## config.mk

```make
export PLATFORM = sky130hd
export DESIGN_NAME = instr_fetch
export DESIGN_NICKNAME = d
export VERILOG_FILES = /design/src/rtl/cpu_pkg.sv /design/src/rtl/fetch_skid.sv /design/src/rtl/instr_fetch.sv
export SDC_FILE = /design/constraint.sdc
export NUM_CORES = 1
export LEC_CHECK = 0
export ABC_CLOCK_PERIOD_IN_PS = 1800
export CAP_MARGIN = 25
export CORE_ASPECT_RATIO = 0.5
export CORE_MARGIN = 1
export CORE_UTILIZATION = 46
export DETAILED_ROUTE_END_ITERATION = 7
export GPL_TIMING_DRIVEN = 0
export PLACE_DENSITY = 0.76
export SLEW_MARGIN = 40
export SYNTH_ARGS = -nofsm -noshare
export SYNTH_HDL_FRONTEND = slang
export SYNTH_SLANG_ARGS = --single-unit
export TNS_END_PERCENT = 5
```

## constraint.sdc

```tcl
create_clock -name clk -period 1.8 [get_ports clk]
set_input_delay 0.27 -clock clk [delete_from_list [all_inputs] [get_ports clk]]
set_output_delay 0.27 -clock clk [all_outputs]
set_load 0.02 [all_outputs]
```

## src/rtl/cpu_pkg.sv

```systemverilog
// Shared definitions for the 16-bit core: opcode encodings, default widths
// and the fetch-stage state encoding.
package cpu_pkg;

  localparam int CPU_IW = 16;
  localparam int CPU_AW = 16;

  localparam logic [3:0] OP_AND = 4'h0;
  localparam logic [3:0] OP_OR  = 4'h1;
  localparam logic [3:0] OP_ADD = 4'h2;
  localparam logic [3:0] OP_SUB = 4'h6;
  localparam logic [3:0] OP_SLT = 4'h7;
  localparam logic [3:0] OP_LW  = 4'h8;
  localparam logic [3:0] OP_SW  = 4'hA;
  localparam logic [3:0] OP_BNE = 4'hE;

  typedef enum logic [1:0] {
    FS_IDLE  = 2'd0,
    FS_REQ   = 2'd1,
    FS_FLUSH = 2'd2
  } fetch_state_e;

endpackage

```

## src/rtl/fetch_skid.sv

```systemverilog
// One-entry skid buffer holding an instruction and its pc; clear wins over push,
// push wins over pop, so a push in the same cycle as a pop keeps the new entry.
module fetch_skid
  import cpu_pkg::*;
#(
  parameter int IW = CPU_IW,
  parameter int AW = CPU_AW
) (
  input  logic          clk,
  input  logic          rst_n,
  input  logic          push,
  input  logic          pop,
  input  logic          clear,
  input  logic [IW-1:0] push_instr,
  input  logic [AW-1:0] push_pc,
  output logic          sk_valid,
  output logic [IW-1:0] sk_instr,
  output logic [AW-1:0] sk_pc
);

  logic          sk_valid_q, sk_valid_d;
  logic [IW-1:0] sk_instr_q, sk_instr_d;
  logic [AW-1:0] sk_pc_q, sk_pc_d;

  always_comb begin
    sk_valid_d = sk_valid_q;
    sk_instr_d = sk_instr_q;
    sk_pc_d    = sk_pc_q;
    if (clear) begin
      sk_valid_d = 1'b0;
    end else if (push) begin
      sk_valid_d = 1'b1;
      sk_instr_d = push_instr;
      sk_pc_d    = push_pc;
    end else if (pop) begin
      sk_valid_d = 1'b0;
    end
  end

  always_ff @(posedge clk or negedge rst_n) begin
    if (!rst_n) begin
      sk_valid_q <= 1'b0;
      sk_instr_q <= '0;
      sk_pc_q    <= '0;
    end else begin
      sk_valid_q <= sk_valid_d;
      sk_instr_q <= sk_instr_d;
      sk_pc_q    <= sk_pc_d;
    end
  end

  assign sk_valid = sk_valid_q;
  assign sk_instr = sk_instr_q;
  assign sk_pc    = sk_pc_q;

endmodule

```

## src/rtl/instr_fetch.sv

```systemverilog
// Fetch stage: owns the pc, runs req/ack to imem, ack in cycle N gives if_valid in N+1.
// A stalled decode parks one response in the skid and drops imem_req until it drains.
module instr_fetch
  import cpu_pkg::*;
#(
  parameter int              IW       = CPU_IW,
  parameter int              AW       = CPU_AW,
  parameter logic [AW-1:0]   RESET_PC = '0
) (
  input  logic          clk,
  input  logic          rst_n,
  output logic          imem_req,
  output logic [AW-1:0] imem_addr,
  input  logic          imem_ack,
  input  logic [IW-1:0] imem_rdata,
  input  logic          stall,
  input  logic          redirect_valid,
  input  logic [AW-1:0] redirect_pc,
  output logic          if_valid,
  output logic [IW-1:0] if_instr,
  output logic [3:0]    if_op,
  output logic [AW-1:0] if_pc,
  output logic [AW-1:0] if_pc_plus1
);

  localparam logic [AW-1:0] PC_ONE = {{(AW-1){1'b0}}, 1'b1};

  fetch_state_e  state_q, state_d;
  logic [AW-1:0] fetch_pc_q, fetch_pc_d;
  logic [AW-1:0] pending_pc_q, pending_pc_d;
  logic          if_valid_q, if_valid_d;
  logic [IW-1:0] if_instr_q, if_instr_d;
  logic [AW-1:0] if_pc_q, if_pc_d;

  logic          sk_push, sk_pop, sk_clear;
  logic          sk_valid;
  logic [IW-1:0] sk_instr;
  logic [AW-1:0] sk_pc;
  logic          consume;
  logic          out_free;

  assign consume  = if_valid_q && !stall;
  // The output slot can take new data only if it drains this cycle and no skid entry is queued ahead.
  assign out_free = (!if_valid_q || consume) && !sk_valid;

  always_comb begin
    state_d      = state_q;
    fetch_pc_d   = fetch_pc_q;
    pending_pc_d = pending_pc_q;
    if_valid_d   = if_valid_q;
    if_instr_d   = if_instr_q;
    if_pc_d      = if_pc_q;
    sk_push      = 1'b0;
    sk_pop       = 1'b0;
    sk_clear     = 1'b0;

    if (redirect_valid) begin
      if_valid_d = 1'b0;
      sk_clear   = 1'b1;
      // An unanswered request cannot be withdrawn; its response must be swallowed first.
      if (state_q != FS_IDLE && !imem_ack) begin
        pending_pc_d = redirect_pc;
        state_d      = FS_FLUSH;
      end else begin
        fetch_pc_d = redirect_pc;
        state_d    = FS_REQ;
      end
    end else begin
      if (consume) begin
        if (sk_valid) begin
          if_valid_d = 1'b1;
          if_instr_d = sk_instr;
          if_pc_d    = sk_pc;
          sk_pop     = 1'b1;
        end else begin
          if_valid_d = 1'b0;
        end
      end

      case (state_q)
        FS_IDLE: begin
          if (!sk_valid || sk_pop) state_d = FS_REQ;
        end
        FS_REQ: begin
          if (imem_ack) begin
            fetch_pc_d = fetch_pc_q + PC_ONE;
            if (out_free) begin
              if_valid_d = 1'b1;
              if_instr_d = imem_rdata;
              if_pc_d    = fetch_pc_q;
              state_d    = FS_REQ;
            end else begin
              sk_push = 1'b1;
              state_d = FS_IDLE;
            end
          end
        end
        FS_FLUSH: begin
          if (imem_ack) begin
            fetch_pc_d = pending_pc_q;
            state_d    = FS_REQ;
          end
        end
        default: state_d = FS_IDLE;
      endcase
    end
  end

  always_ff @(posedge clk or negedge rst_n) begin
    if (!rst_n) begin
      state_q      <= FS_IDLE;
      fetch_pc_q   <= RESET_PC;
      pending_pc_q <= RESET_PC;
      if_valid_q   <= 1'b0;
      if_instr_q   <= '0;
      if_pc_q      <= '0;
    end else begin
      state_q      <= state_d;
      fetch_pc_q   <= fetch_pc_d;
      pending_pc_q <= pending_pc_d;
      if_valid_q   <= if_valid_d;
      if_instr_q   <= if_instr_d;
      if_pc_q      <= if_pc_d;
    end
  end

  fetch_skid #(
    .IW(IW),
    .AW(AW)
  ) u_skid (
    .clk       (clk),
    .rst_n     (rst_n),
    .push      (sk_push),
    .pop       (sk_pop),
    .clear     (sk_clear),
    .push_instr(imem_rdata),
    .push_pc   (fetch_pc_q),
    .sk_valid  (sk_valid),
    .sk_instr  (sk_instr),
    .sk_pc     (sk_pc)
  );

  assign imem_req    = (state_q != FS_IDLE);
  assign imem_addr   = fetch_pc_q;
  assign if_valid    = if_valid_q;
  assign if_instr    = if_instr_q;
  assign if_op       = if_instr_q[IW-1:IW-4];
  assign if_pc       = if_pc_q;
  assign if_pc_plus1 = if_pc_q + PC_ONE;

endmodule

```

* Word level (Yosys, flattened, before mapping) *
Index checks and enable logic that the tools add are counted.

cells by class
  add/subtract/negate cells = 2
  multipliers = 0
  div/mod/pow operators = 0
  $lt $le $gt $ge = 0
  eq/ne operators = 6
  shift operators = 0
  multiplexer cells = 39
  bitwise logic cells = 1
  reductions and logical operators = 17

operators with widths
  kind                     count
  $mux W16                 14
  $add A16 B1 Y16 const B  2
  $pmux W16 S2             1
  $mux W1                  18
  $mux W2                  5
  $ne A3 B3 Y1 const B     3
  $pmux W2 S3              1
  $reduce_bool A3 Y1       2
  $logic_not A1 Y1         4
  $reduce_and A2 Y1        2
  $reduce_and A4 Y1        1
  $logic_and A1 B1 Y1      3
  $reduce_and A3 Y1        1
  $eq A2 B1 Y1 const B     1
  $eq A2 B2 Y1 const B     1
  $logic_not A2 Y1         1
  $logic_or A1 B1 Y1       2
  $ne A2 B2 Y1 const B     1
  $reduce_bool A2 Y1       1
  $not A1 Y1               1

word-level totals
  flip-flop bits (word level) = 100
  bits in latches = 0
  memory bits (writable) = 0
  ROM bits = 0
  bits of input ports = 37
  output and inout bits = 70
  word-level logic and storage cells = 74
  memories = 0

* Logic depth before layout (Yosys ltp) *
Gate-level depths: netlist of run 1.

  depth in word-level cells = 10
  depth in mapped cells = 7
  gate-level depth less buffers = 5

* Cells and area by module *
A second synthesis of run 1 with hierarchy kept.

unflattened totals
  cells, all modules = 472
  area, all modules = 5062.4 µm²

modules (own cells, without submodules)
  module       instances  cells each  area each (µm²)  seq. area each (µm²)
  instr_fetch  1          399         3663.5           1676.6
  fetch_skid   1          73          1398.8           825.8

* Worst setup path before layout of run 1 *
Ideal clock, no wire load.

  kind = flip-flop to output port
  from = register if_pc_q[0], in the netlist if_pc[0]
  to = output port if_pc_plus1[14]
  arrival time = 1659 ps
  data required time = 1530 ps
  setup slack = -129 ps
  stages on the path, launching flop included = 6
  buffers on the path = 0
  path through = dfrtp_1 -> ha_1 -> nand2_1 -> nor3_1 -> nand3_1 -> xnor2_1

between the ends
  word-level cells in the longest chain between the ends = 1

ends and longest elaborated chain
  element                 RTL line            text
  start, declared         instr_fetch.sv:33   logic [AW-1:0] if_pc_q, if_pc_d;
  start signal, assigned  instr_fetch.sv:123  if_pc_q <= if_pc_d;
  $add A16 B1 Y16         instr_fetch.sv:149  assign if_pc_plus1 = if_pc_q + PC_ONE;
  end, declared           instr_fetch.sv:23   output logic [AW-1:0] if_pc_plus1

No other way between the ends.

* Final worst setup path of run 1 *
Same ends and word-level chain as after synthesis.

==> results of run 1 <==
==> worst reg2reg max path, stage by stage (launching register included) <==
cell,delay (ns)
dfrtp_2,0.45
nand3b_1,0.29
nor3_4,0.46
buf_6,0.26
mux2_2,0.35
==> sequential cells by signal, indices dropped and copies added (netlist names) <==
name             cells
if_instr            16
if_pc               16
if_valid             1
imem_addr           16
pending_pc_q        16
state_q              2
u_skid.sk_instr     16
u_skid.sk_pc        16
u_skid.sk_valid      1
==> timing repair <==
action                                 4_1_cts  5_1_grt
gates resized for setup                     93       55
endpoints found under the hold margin       31        0
hold buffers                                 1        0
pin swaps                                    4        7
setup endpoints to repair                  101       86
buffers inserted                            13        1
==> routing by layer <==
| layer | vias up | GRT usage, % | wire length, um |
|---|---|---|---|
| met5 | - | 0 | 0 |
| met4 | 0 | 8.957 | 114 |
| met3 | 11 | 4.431 | 868 |
| met2 | 171 | 39.35 | 6349 |
| met1 | 2160 | 35.03 | 6301 |
| li1 | 1954 | - | - |
==> power breakdown <==
group,switching [W],total [W],internal [W]
sequential,0.000804,0.00387,0.00306
clock,0.000884,0.00212,0.00123
combinational,0.00228,0.00475,0.00247
==> per-stage QoR <==
| stage | cell area [um^2] | total power (W) | setup TNS [ns] | instances |
|---|---|---|---|---|
| 2_1_floorplan | 5016 | 0.006193 | -0.1252 | 450 |
| 3_3_place_gp | 6252 | 0.008099 | -387.18 | 696 |
| 3_5_place_dp | 6285 | 0.008203 | -51.00 | 697 |
| 4_1_cts | 6777 | 0.01046 | -5.103 | 727 |
| 5_1_grt | 6963 | 0.01128 | -11.27 | 728 |
| 6_report | 6963 | 0.01074 | -5.799 | 728 |
==> cells in the mapped netlist, types with 8 or more instances <==
| cell | count | area, um^2 |
|---|---|---|
| dfrtp_1 | 100 | 2502 |
| buf_4 | 9 | 67.56 |
| nand2_1 | 20 | 75.07 |
| buf_2 | 13 | 65.06 |
| xnor2_1 | 10 | 87.58 |
| nor2_1 | 19 | 71.32 |
| nand3_1 | 17 | 85.08 |
| o22ai_1 | 32 | 200.2 |
| a2bb2oi_1 | 31 | 271.5 |
| nand2b_1 | 8 | 50.05 |
| xor2_1 | 8 | 70.07 |
| inv_1 | 9 | 33.78 |
| mux2_2 | 49 | 551.8 |
| clkbuf_1 | 8 | 30.03 |
| a21oi_1 | 19 | 95.09 |
| o21ai_0 | 12 | 60.06 |
==> worst paths after layout <==
path	endpoint	start	slack (ns)
setup / recovery	if_pc_plus1[14]	if_pc[0]	-0.33
min in group clk	state_q[1]	imem_ack	0.39
hold reg to reg	u_skid.sk_pc[4]	u_skid.sk_pc[4]	0.51
max in group asynchronous	if_pc[7]	rst_n	0.80
setup reg to reg	u_skid.sk_instr[8]	state_q[1]	-0.13
hold / removal	imem_addr[3]	rst_n	0.38
==> logic make-up after synthesis <==
| family | Yosys count | share of synthesized area, % |
|---|---|---|
| muxes | 51 | 11.43 |
| buffers and inverters | 44 | 4.753 |
| adders and majority gates | 2 | 0.5003 |
| AOI/OAI and AO/OA | 133 | 19.11 |
| xor gates and xnor gates | 18 | 3.152 |
| DFF | 100 | 50.04 |
| and+or+nand+nor | 102 | 11.01 |
==> final cells by class <==
class | instances | area [um^2] | area share (%)
well taps | 140 | 175.2 | 2.516
repair buffers | 122 | 1186 | 17.04
flip-flops and latches | 100 | 2521 | 36.21
inverters | 9 | 33.78 | 0.4852
clock inverters | 6 | 95.09 | 1.366
clock buffers | 10 | 229.0 | 3.288
plain buffers | 35 | 227.7 | 3.270
multi-input cells | 306 | 2495 | 35.83
==> impl_metrics.toml, run 1 <==
[clock_tree]
cts_buffer_depth = 2
clk_latency_ns = 0.35
clkTransAtPathRegs_ns = 0.07
cts_buffers = 9
clkSinkCount = 100
htree_num_levels = 3
clk_root_buffer_cell = "clkbuf_16"
cts_tree = "built"

[finish]
nNetsFinal = 622
drive_above_1_share_pct = 28.06
final_common_cell = "dfrtp_1"
n_antenna_cell = 0
fillers = 775
area_growth_pct = 39.23
final_cell_mix = "dfrtp_1 (85), clkdlybuf4s50_1 (84), o22ai_1 (32), buf_4 (29), a2bb2oi_1 (29)"
final_core_util_pct = 67.10

[timing]
holdWs_ns = 0.3750
fin_skew_ns = 0.008445
finalCriticalPeriod_ns = 2.127
worst_slack_ns = -0.3267
tightest_slew_ns = 0.5208
slew_viol_final = 0
setup_viol = 70
slew_headroom_pct = 65.28
rsz0062_at_grt = "true"
max_freq_ghz = 0.4702
period_share_pct = 118.2
hold_viol_final = 0

[synth]
syn_area_um2 = 5001
synth_cell_types = 60
synth_seq_cells = 100
async_reset_ff_share_pct = 100.0
yosysWarningCount = 0
synth_nets = 489
netlist_instances = 450
syn_avg_cell_area_um2 = 11.11
ys_seq_area_share_pct = 50.04
synth-edff-count = 0
ys.flop_type = "dfrtp_1"

[worst_setup_path]
cp-start-kind = "flip-flop"
cp.required_ns = 1.53
critPathMaxStageDelay_ns = 0.43
slowest_stage = "dfrtp_2"
cp-end-kind = "output port"
worst-path-buf-inv = 1
path_cells = "ha_2 -> nand2_2 -> nor3_4 -> nand3_2 -> xnor2_2 -> buf_4"
cp.arrival_ns = 1.86
rr_worst_depth = 4
crit_fanout = 4
crit_cells = 6
cpLargestDelayFamily = "simple AND/OR/NAND/NOR gates"
crit_type = "reg2out"

[global_routing]
grt_max_degree = 70
grt_pass1_vias = 4064
grt_pass1_wl_mm = 21.47
track_usage_pct = 24.95
antenna_found_initial = 0
grt.overflow.total = 0

[floorplan]
rows = 26
start_util_pct = 48.19
dieWidth_um = 149.5
ioPinCount = 107
die-area_um2 = 11320
core_area_um2 = 10380
fp.dieH_um = 75.73

[routing]
ant_nets = 0
wl_per_cell_um = 18.73
totalWireLength_mm = 13.63
routed-via-count = 4296
vias_per_cell = 5.901
drtPass1Iterations = 5
drt_iter0_markers = 312
drc = 0

[outcome]
violations = "negative setup slack"
status = "complete, but fails checks"

[pwr]
ir_drop_mv = 0.6775
p_per_area_nw_per_um2 = 1543
p_leak_nw = 2.964

[hold_path]
hp-class = "in2async"

[placement]
gp_congestion = 0.8568
portBuffers = 106
place_ws_ns = -0.7463
place_hpwl_mm = 8.997

[flow_run]
cap_violations = 0
Note: power is estimated with default switching activity, not from simulation.
==> run 2, diff against run 1 <==
--- a/config.mk
+++ b/config.mk
@@ -12,6 +12,7 @@
 export CORE_UTILIZATION = 46
 export DETAILED_ROUTE_END_ITERATION = 7
 export GPL_TIMING_DRIVEN = 0
+export HOLD_SLACK_MARGIN = 0.02
 export PLACE_DENSITY = 0.76
 export SLEW_MARGIN = 40
 export SYNTH_ARGS = -nofsm -noshare
==> results of run 2 <==
The final DEF is identical to that of run 1; final timing and power are the same.
